**src/rtl/noc_pkg.sv**
```systemverilog
// Shared router definitions: flit layout, flit-type codes and port FSM states.
package noc_pkg;

    localparam int FLIT_W_DEFAULT = 34;

    localparam logic [1:0] FT_BODY   = 2'b00;
    localparam logic [1:0] FT_HEAD   = 2'b01;
    localparam logic [1:0] FT_TAIL   = 2'b10;
    localparam logic [1:0] FT_SINGLE = 2'b11;

    typedef logic [FLIT_W_DEFAULT-1:0] flit_t;

    // state     | meaning
    // ST_IDLE   | port free, follows the arbiter grant
    // ST_LOCKED | port held by owner until its tail flit is sent
    typedef enum logic {
        ST_IDLE   = 1'b0,
        ST_LOCKED = 1'b1
    } port_state_t;

endpackage

```
**src/rtl/onehot_enc.sv**
```systemverilog
// One-hot to index encoder with one-hot / multi-hot detection.
module onehot_enc #(
    parameter int  N  = 8,
    localparam int IW = $clog2(N)
) (
    input  logic [N-1:0]  vec,
    output logic [IW-1:0] idx,
    output logic          is_onehot,
    output logic          multi
);

    logic seen;

    // OR together the indices of set bits; only meaningful when exactly one is set
    always_comb begin
        idx   = '0;
        seen  = 1'b0;
        multi = 1'b0;
        for (int i = 0; i < N; i++) begin
            if (vec[i]) begin
                if (seen) multi = 1'b1;
                seen = 1'b1;
                idx  = idx | IW'(i);
            end
        end
        is_onehot = seen & ~multi;
    end

endmodule

```
**src/rtl/noc_output_port.sv**
```systemverilog
// Router output port: grant decode, packet lock, credit flow control, registered link.
module noc_output_port
    import noc_pkg::*;
#(
    parameter int  FLIT_W  = FLIT_W_DEFAULT,
    parameter int  NUM_IN  = 8,
    parameter int  CREDITS = 4,
    localparam int SW      = $clog2(NUM_IN),
    localparam int CW      = $clog2(CREDITS + 1)
) (
    input  logic                     clk,
    input  logic                     rst,
    input  logic [NUM_IN-1:0]        arbitration,
    input  logic [NUM_IN*FLIT_W-1:0] in_flit,
    input  logic [NUM_IN-1:0]        in_valid,
    output logic [NUM_IN-1:0]        in_ready,
    output logic [FLIT_W-1:0]        out_flit,
    output logic                     out_valid,
    input  logic                     credit_in,
    output logic                     locked,
    output logic [SW-1:0]            owner,
    output logic                     err
);

    port_state_t       state, state_nxt;
    logic [CW-1:0]     credits;
    logic [SW-1:0]     arb_idx, src, owner_nxt;
    logic              arb_onehot, arb_multi;
    logic [FLIT_W-1:0] cand;
    logic [1:0]        ftype;
    logic              has_credit, pop, send, err_set;

    onehot_enc #(.N(NUM_IN)) u_enc (
        .vec       (arbitration),
        .idx       (arb_idx),
        .is_onehot (arb_onehot),
        .multi     (arb_multi)
    );

    // Next-state, pop/send decisions and error detection
    always_comb begin
        state_nxt  = state;
        owner_nxt  = owner;
        pop        = 1'b0;
        send       = 1'b0;
        err_set    = 1'b0;
        src        = (state == ST_IDLE) ? arb_idx : owner;
        cand       = in_flit[src*FLIT_W +: FLIT_W];
        ftype      = cand[FLIT_W-1 -: 2];
        has_credit = (credits != '0);

        case (state)
            ST_IDLE: begin
                if (arb_multi) begin
                    err_set = 1'b1;
                end else if (arb_onehot && in_valid[src] && has_credit) begin
                    pop = 1'b1;
                    case (ftype)
                        FT_HEAD: begin
                            send      = 1'b1;
                            state_nxt = ST_LOCKED;
                            owner_nxt = src;
                        end
                        FT_SINGLE: send = 1'b1;
                        default:   err_set = 1'b1;   // stray body/tail is dropped
                    endcase
                end
            end
            ST_LOCKED: begin
                if (in_valid[src] && has_credit) begin
                    pop  = 1'b1;
                    send = 1'b1;
                    case (ftype)
                        FT_TAIL: begin
                            state_nxt = ST_IDLE;
                            owner_nxt = '0;
                        end
                        FT_BODY: ;
                        default: err_set = 1'b1;     // forwarded anyway, lock kept
                    endcase
                end
            end
            default: state_nxt = ST_IDLE;
        endcase

        if (credit_in && !send && (credits == CW'(CREDITS))) err_set = 1'b1;

        in_ready = '0;
        if (pop && !rst) in_ready[src] = 1'b1;
    end

    // State, owner, credit counter, link registers and sticky error
    always_ff @(posedge clk) begin
        if (rst) begin
            state     <= ST_IDLE;
            owner     <= '0;
            credits   <= CW'(CREDITS);
            out_valid <= 1'b0;
            out_flit  <= '0;
            err       <= 1'b0;
        end else begin
            state     <= state_nxt;
            owner     <= owner_nxt;
            out_valid <= send;
            if (send) out_flit <= cand;
            if (err_set) err <= 1'b1;
            case ({send, credit_in})
                2'b10:   credits <= credits - CW'(1);
                2'b01:   if (credits != CW'(CREDITS)) credits <= credits + CW'(1);
                default: ;
            endcase
        end
    end

    assign locked = (state == ST_LOCKED);

endmodule

```
**config.mk**
```make
export PLATFORM = sky130hd
export DESIGN_NAME = noc_output_port
export DESIGN_NICKNAME = d
export VERILOG_FILES = /design/src/rtl/noc_pkg.sv /design/src/rtl/onehot_enc.sv /design/src/rtl/noc_output_port.sv
export SDC_FILE = /design/constraint.sdc
export NUM_CORES = 1
export LEC_CHECK = 0
export CORE_AREA = 2 2 131 133
export CTS_BUF_LIST = sky130_fd_sc_hd__clkbuf_4
export DETAILED_ROUTE_END_ITERATION = 8
export DIE_AREA = 0 0 133 135
export SETUP_SLACK_MARGIN = 0.1
export SLEW_MARGIN = 20
export SYNTH_ARGS = -nofsm -noshare
export SYNTH_HDL_FRONTEND = slang
export SYNTH_SLANG_ARGS = --single-unit
export TNS_END_PERCENT = 100
```
**constraint.sdc**
```tcl
create_clock -name clk -period 9.61 [get_ports clk]
set_clock_uncertainty 0.15 [all_clocks]
set_input_delay 2.4025 -clock clk [delete_from_list [all_inputs] [get_ports clk]]
set_output_delay 2.4025 -clock clk [all_outputs]
set_load 0.01 [all_outputs]
```
### Word level (Yosys, flattened, before mapping)

Index checks and enable logic that the tools add are counted.
Widths: inputs -> output; s select.

| word-level totals | value |
|---|---|
| latch bits | 0 |
| memories | 0 |
| memory bits (writable) | 0 |
| flip-flop bits (word level) | 43 |
| ROM bits | 0 |
| input port bits | 291 |
| output and inout port bits | 48 |

| operators by class | value |
|---|---|
| add/sub/neg operators | 2 |
| reductions and logical operators | 16 |
| bitwise logic cells | 3 |
| multipliers | 1 |
| magnitude comparators | 2 |
| equal/unequal tests | 13 |
| divide/modulo/power cells | 0 |
| muxes and demuxes | 64 |
| shifts and indexed selects | 1 |

Operator list:

| operator | count |
|---|---|
| $shiftx 272x10->34 | 1 |
| $mux 1 | 42 |
| $mux 3 | 11 |
| $pmux 3 s2 | 2 |
| $mul 3x5->8 const B | 1 |
| $mux 8 | 1 |
| $ne 2x1->1 const B | 4 |
| $pmux 1 s2 | 4 |
| $logic_and 1x1->1 | 7 |
| $eq 2x2->1 const B | 3 |
| $reduce_and 5->1 | 1 |
| $eq 2x1->1 const B | 2 |
| $lt 3x4->1 const B | 1 |
| $mux 2 | 2 |
| $ne 2x2->1 const B | 2 |
| $reduce_or 2->1 | 2 |
| $add 3x1->3 const B | 1 |
| $bmux 1 s3 | 1 |
| $demux 1 s3 | 1 |
| $eq 3x3->1 const B | 1 |
| $ge 3x1->1 const B | 1 |
| $ne 3x3->1 const B | 1 |
| $reduce_bool 3->1 | 1 |
| $sub 3x1->3 const B | 1 |
| 6 further kinds | 8 |

### Logic depth before layout (Yosys ltp)

Gate-level depths: netlist of the first run.

| depth | value |
|---|---|
| depth in word-level cells | 26 |
| depth in mapped cells | 14 |
| mapped depth without buffers | 11 |

### Cells and area by module

A second synthesis of the first run with hierarchy kept.

| second synthesis, totals | value |
|---|---|
| cell total of the unflattened synthesis | 506 |
| area total of the unflattened synthesis | 3,696.0 um^2 |

By module, submodules not included:

| module | cells each | seq. area each (um^2) | area each (um^2) | instances |
|---|---|---|---|---|
| noc_output_port | 483 | 860.8 | 3,532.1 | 1 |
| onehot_enc | 23 | 0.0 | 163.9 | 1 |

### Worst setup path before layout of the first run

No wires, ideal clock.

| path | value |
|---|---|
| kind | input -> output |
| from | in arbitration[6] |
| to | out in_ready[3] |
| data required time | 7,057 ps |
| slack | 2,548 ps |
| cell stages on the path | 10 |
| data arrival time | 4,509 ps |
| buffers on the path | 3 |
| path through | buf_2 nor4_1 o21ai_1 clkbuf_1 mux2i_1 a21oi_1 o21a_1 clkbuf_1 nand2_1 nor3_1 |

| on the way | value |
|---|---|
| longest elaborated chain between the ends | 12 |
| elaborated cells on any way between the ends | 26 |

Ends and longest elaborated chain:

| what | line | text |
|---|---|---|
| from (decl) | noc_output_port.sv:13 | `input logic [NUM_IN-1:0] arbitration,` |
| $mux 3 / $mux 1 (equally long branches) | onehot_enc.sv:20 | `if (vec[i]) begin` |
| $mux 3 / $mux 1 (equally long branches) | onehot_enc.sv:20, onehot_enc.sv:21 |  |
| $mux 3 / $mux 1 (equally long branches) | noc_output_port.sv:47, onehot_enc.sv:20 |  |
| $bmux 1 s3 / $not 1->1 (equally long branches) | noc_output_port.sv:56, noc_output_port.sv:70, onehot_enc.sv:26 |  |
| $mux 1 (not written as such) / $and 1x1->1 (equally long branches) | noc_output_port.sv:56, noc_output_port.sv:70, onehot_enc.sv:26 |  |
| $logic_and 1x1->1 (2 in series) | noc_output_port.sv:56 | `end else if (arb_onehot && in_valid[src] && has_credit) begin` |
| $mux 1 | noc_output_port.sv:56 |  |
| $mux 1 | noc_output_port.sv:54 | `if (arb_multi) begin` |
| $pmux 1 s2 | noc_output_port.sv:52 | `case (state)` |
| $logic_and 1x1->1 | noc_output_port.sv:89 | `if (pop && !rst) in_ready[src] = 1'b1;` |
| $mux 8 (*) | noc_output_port.sv:89 |  |
| to (decl) | noc_output_port.sv:16 | `output logic [NUM_IN-1:0] in_ready,` |

Every way passes the cells marked *; elsewhere a longest branch is shown, timed or not. The select of a mux whose other input is x is not followed.

### Final worst setup path of the first run

| path | value |
|---|---|
| from | in arbitration[6] |
| to | out in_ready[7] |

Same word-level chain as after synthesis.

==> results of run 1 <==
==> state kept, by name, indices dropped and copies added (netlist names) <==
signal / flops
err: 1
out_flit: 34
locked: 1
owner: 3
credits: 3
out_valid: 1
==> synth_stat cells, drive strengths merged (5+ instances only) <==
master  number  share of area (%)
a22oi       89                 18
nor2        49                5.0
a221oi      15                3.6
mux2i       12                3.6
a211oi      21                5.7
dfxtp       43                 23
a222oi       5                1.4
a22o        13                3.1
buf         19                2.9
and4        29                6.9
inv          5               0.51
o211ai       5                1.0
clkbuf      25                2.6
o21ai       11                1.5
nand2       21                2.1
a21oi       11                1.5
nor3        23                3.3
a311oi       6                1.4
==> layer usage <==
metal  up-vias  part of all wire (%)
met1      2507                    39
met3        34                   9.4
li1       2489                     -
met5         -                     0
met2       333                    50
met4         0                   2.0
==> final timing paths <==
kind	from	end
worst min-delay path	out_flit[6]	out_flit[6]
worst max-delay path	arbitration[6]	in_ready[7]
worst max register to register	locked	out_flit[33]
worst min register to register	out_flit[6]	out_flit[6]
==> worst min-delay path, stage by stage (launching register included) <==
cell	delay, ns
dfxtp_1	0.34
nor2_1	0.09
nor3_1	0.05
==> cell type report <==
class / instances / area share, %
Clock inverter: 3 / 0.530
Timing Repair Buffer: 346 / 47.0
Clock buffer: 5 / 0.513
Antenna cell: 1 / 0.0342
Inverter: 5 / 0.257
Sequential cell: 43 / 11.8
Tap cell: 220 / 3.76
Multi-Input combinational cell: 363 / 36.1
==> power by group through the flow <==
stage	clock, mW	combinational (mW)	sequential [mW]
after CTS	0.130	0.314	0.201
after global placement	0	0.310	0.205
final	0.123	0.315	0.201
after detailed placement	0	0.313	0.205
after floorplan	0	0.121	0.208
after global routing	0.136	0.337	0.203
==> stage by stage <==
| step | util (%) | area, um2 | std cells | power (mW) | hold WS, ns |
|---|---|---|---|---|---|
| 2_1_floorplan | - | 3670 | 455 | 0.329 | 0.340 |
| 3_3_place_gp | 44.1 | 7230 | 977 | 0.514 | 0.324 |
| 3_5_place_dp | 44.1 | 7230 | 977 | 0.518 | 0.339 |
| 4_1_cts | 44.5 | 7310 | 985 | 0.645 | 0.360 |
| 5_1_grt | 44.6 | 7310 | 986 | 0.676 | 0.374 |
| 6_report | 44.6 | 7310 | 986 | 0.639 | 0.353 |
==> kinds of logic (layout without fill, tap and decap cells) <==
kind of cell / Yosys count / count (layout) / synth area share (%)
AO/OA/AOI/OAI: 202 / 202 / 43.3
XOR/XNOR: 2 / 2 / 0.478
adder cells (fa/ha/maj): 3 / 3 / 1.09
buffers and inverters: 49 / 359 / 6.00
flip-flops: 43 / 43 / 23.5
multiplexers: 14 / 14 / 4.33
other: 0 / 1 / 0
AND/OR/NAND/NOR: 142 / 142 / 21.3
==> flow_metrics.tcl, run 1 <==
set metrics [dict create \
    status "complete, no violations" \
    drt_iter0_drc 397 \
    grt_remaining_overflow 0 \
    setup_tns_ns 0 \
    timing.fmax_ghz 0.116 \
    multi_input_area_um2 2640 \
    synth_edf_count 0 \
    die_area_um2 18000 \
    syn_avg_cell_area_um2 8.06 \
    io_pins 339 \
    slew_headroom_pct 29.0 \
    finalSetupViolations 0 \
    regArea_um2 861 \
    nets 1056 \
    critPathMaxFanout 13 \
    start_util_pct 22.4 \
    layout_common_cells "clkdlybuf4s50_1, a22oi_1, nor2_1, dfxtp_1, and4_1" \
    ys_types 58 \
    path_depth 10 \
    r2r_slack_ns 5.16 \
    final.min_clock_period_ns 8.64 \
    drv_cap 0 \
    drv_slew 0 \
    cpLargestDelayFamily "buffers and inverters" \
    n_fill_cell 1547 \
    crit_type "primary input to output pin" \
    ctsLongestPathBuffers 2 \
    seqPwrFrac_pct 31.5 \
    setup_slack_ns 0.967 \
    tightest_slew_ns 1.06 \
    wirelength_um 21600 \
    vias_per_cell 5.44 \
    use_met2_pct 41.3 \
    die_h_um 135 \
    switchingPower_mw 0.213 \
    core_area_um2 16400 \
    dp_slack_ns 1.04 \
    globalRouteTotalUtil_pct 22.8 \
    cts_root_buf "clkbuf_4" \
    yosysSeqAreaShare_pct 23.5 \
    clk_latency_ns 0.40 \
    powerDensity_nw_per_um2 87.3 \
    io_buffers 338 \
    switching_share_pct 33.4 \
    netlist_instances 455 \
    met3_usage_pct 6.53 \
    layout-drive-gt1-share_pct 6.01 \
    grtUsageMet1_pct 26.4 \
    path_buf_inv 3 \
    min_period_over_period_pct 89.9 \
    vias 5363 \
    die_w_um 133 \
    pwr-share-clk_pct 19.3 \
    path_clk_slew_ns 0.14 \
    post_cts_resized 0 \
    antenna_found_initial 1 \
    place_congestion 0.867 \
    synthToLayoutAreaGrowth_pct 99.4 \
    intPower_mw 0.425 \
    async_flop_share_pct 0 \
    post-route-drc-count 0 \
    pwr-share-comb_pct 49.2 \
    grt_first_pass_wirelength_um 31300 \
    yosysWarnings 0 \
    post_drt_wl_per_cell_um 22.0 \
    ys_seq_elements 43 \
    std_cell_rows 47 \
    final_common_cell "clkdlybuf4s50_1" \
    grt_max_degree 47 \
    cts_buffers 5 \
    ys.flop_type "dfxtp_1" \
    arrival_ns 6.09 \
    slowest_stage "nor4_1" \
    max-vdd-ir-drop_mv 0.0637 \
    cp_common_cell "clkdlybuf4s50_1" \
    hp-class "flop to flop" \
    cts_tree "built" \
    p_leak_nw 2.45 \
    finalHoldViolCount 0 \
    endpoint_kind "output pin" \
    postRouteAntennaNets 0 \
    clock-sinks 43 \
    busiest_layer "met2" \
    cts-htree-levels 2 \
    r2r_cells 11 \
    postCtsSetupRepairBufs 0 \
    crit_required_ns 7.06 \
    hpwl_um 16000 \
    startpoint_type "primary input" \
    holdPathStages 2 \
    syn_nets 747 \
    rsz0062_at_grt "false" \
    firstDrtPassIters 5 \
    cp_cell_sequence "clkdlybuf4s50_1, nor4_1, o21ai_2, buf_4, mux2i_1, a21oi_1, o21a_1, nand2_1, nor3_1, clkdlybuf4s50_1" \
    grt_pass1_vias 5364 \
    ctsHoldBuffers 0 \
    slowest_delay_ns 0.70 \
    netlist_area_um2 3670 \
]
Note: power is estimated with default switching activity, not from simulation.
==> run 2, diff against run 1 <==
Settings changed: SETUP_SLACK_MARGIN 0.1 to 0.3.
==> results of run 2 <==
Same layout as run 1: the final DEF is identical, and so are final timing and power.
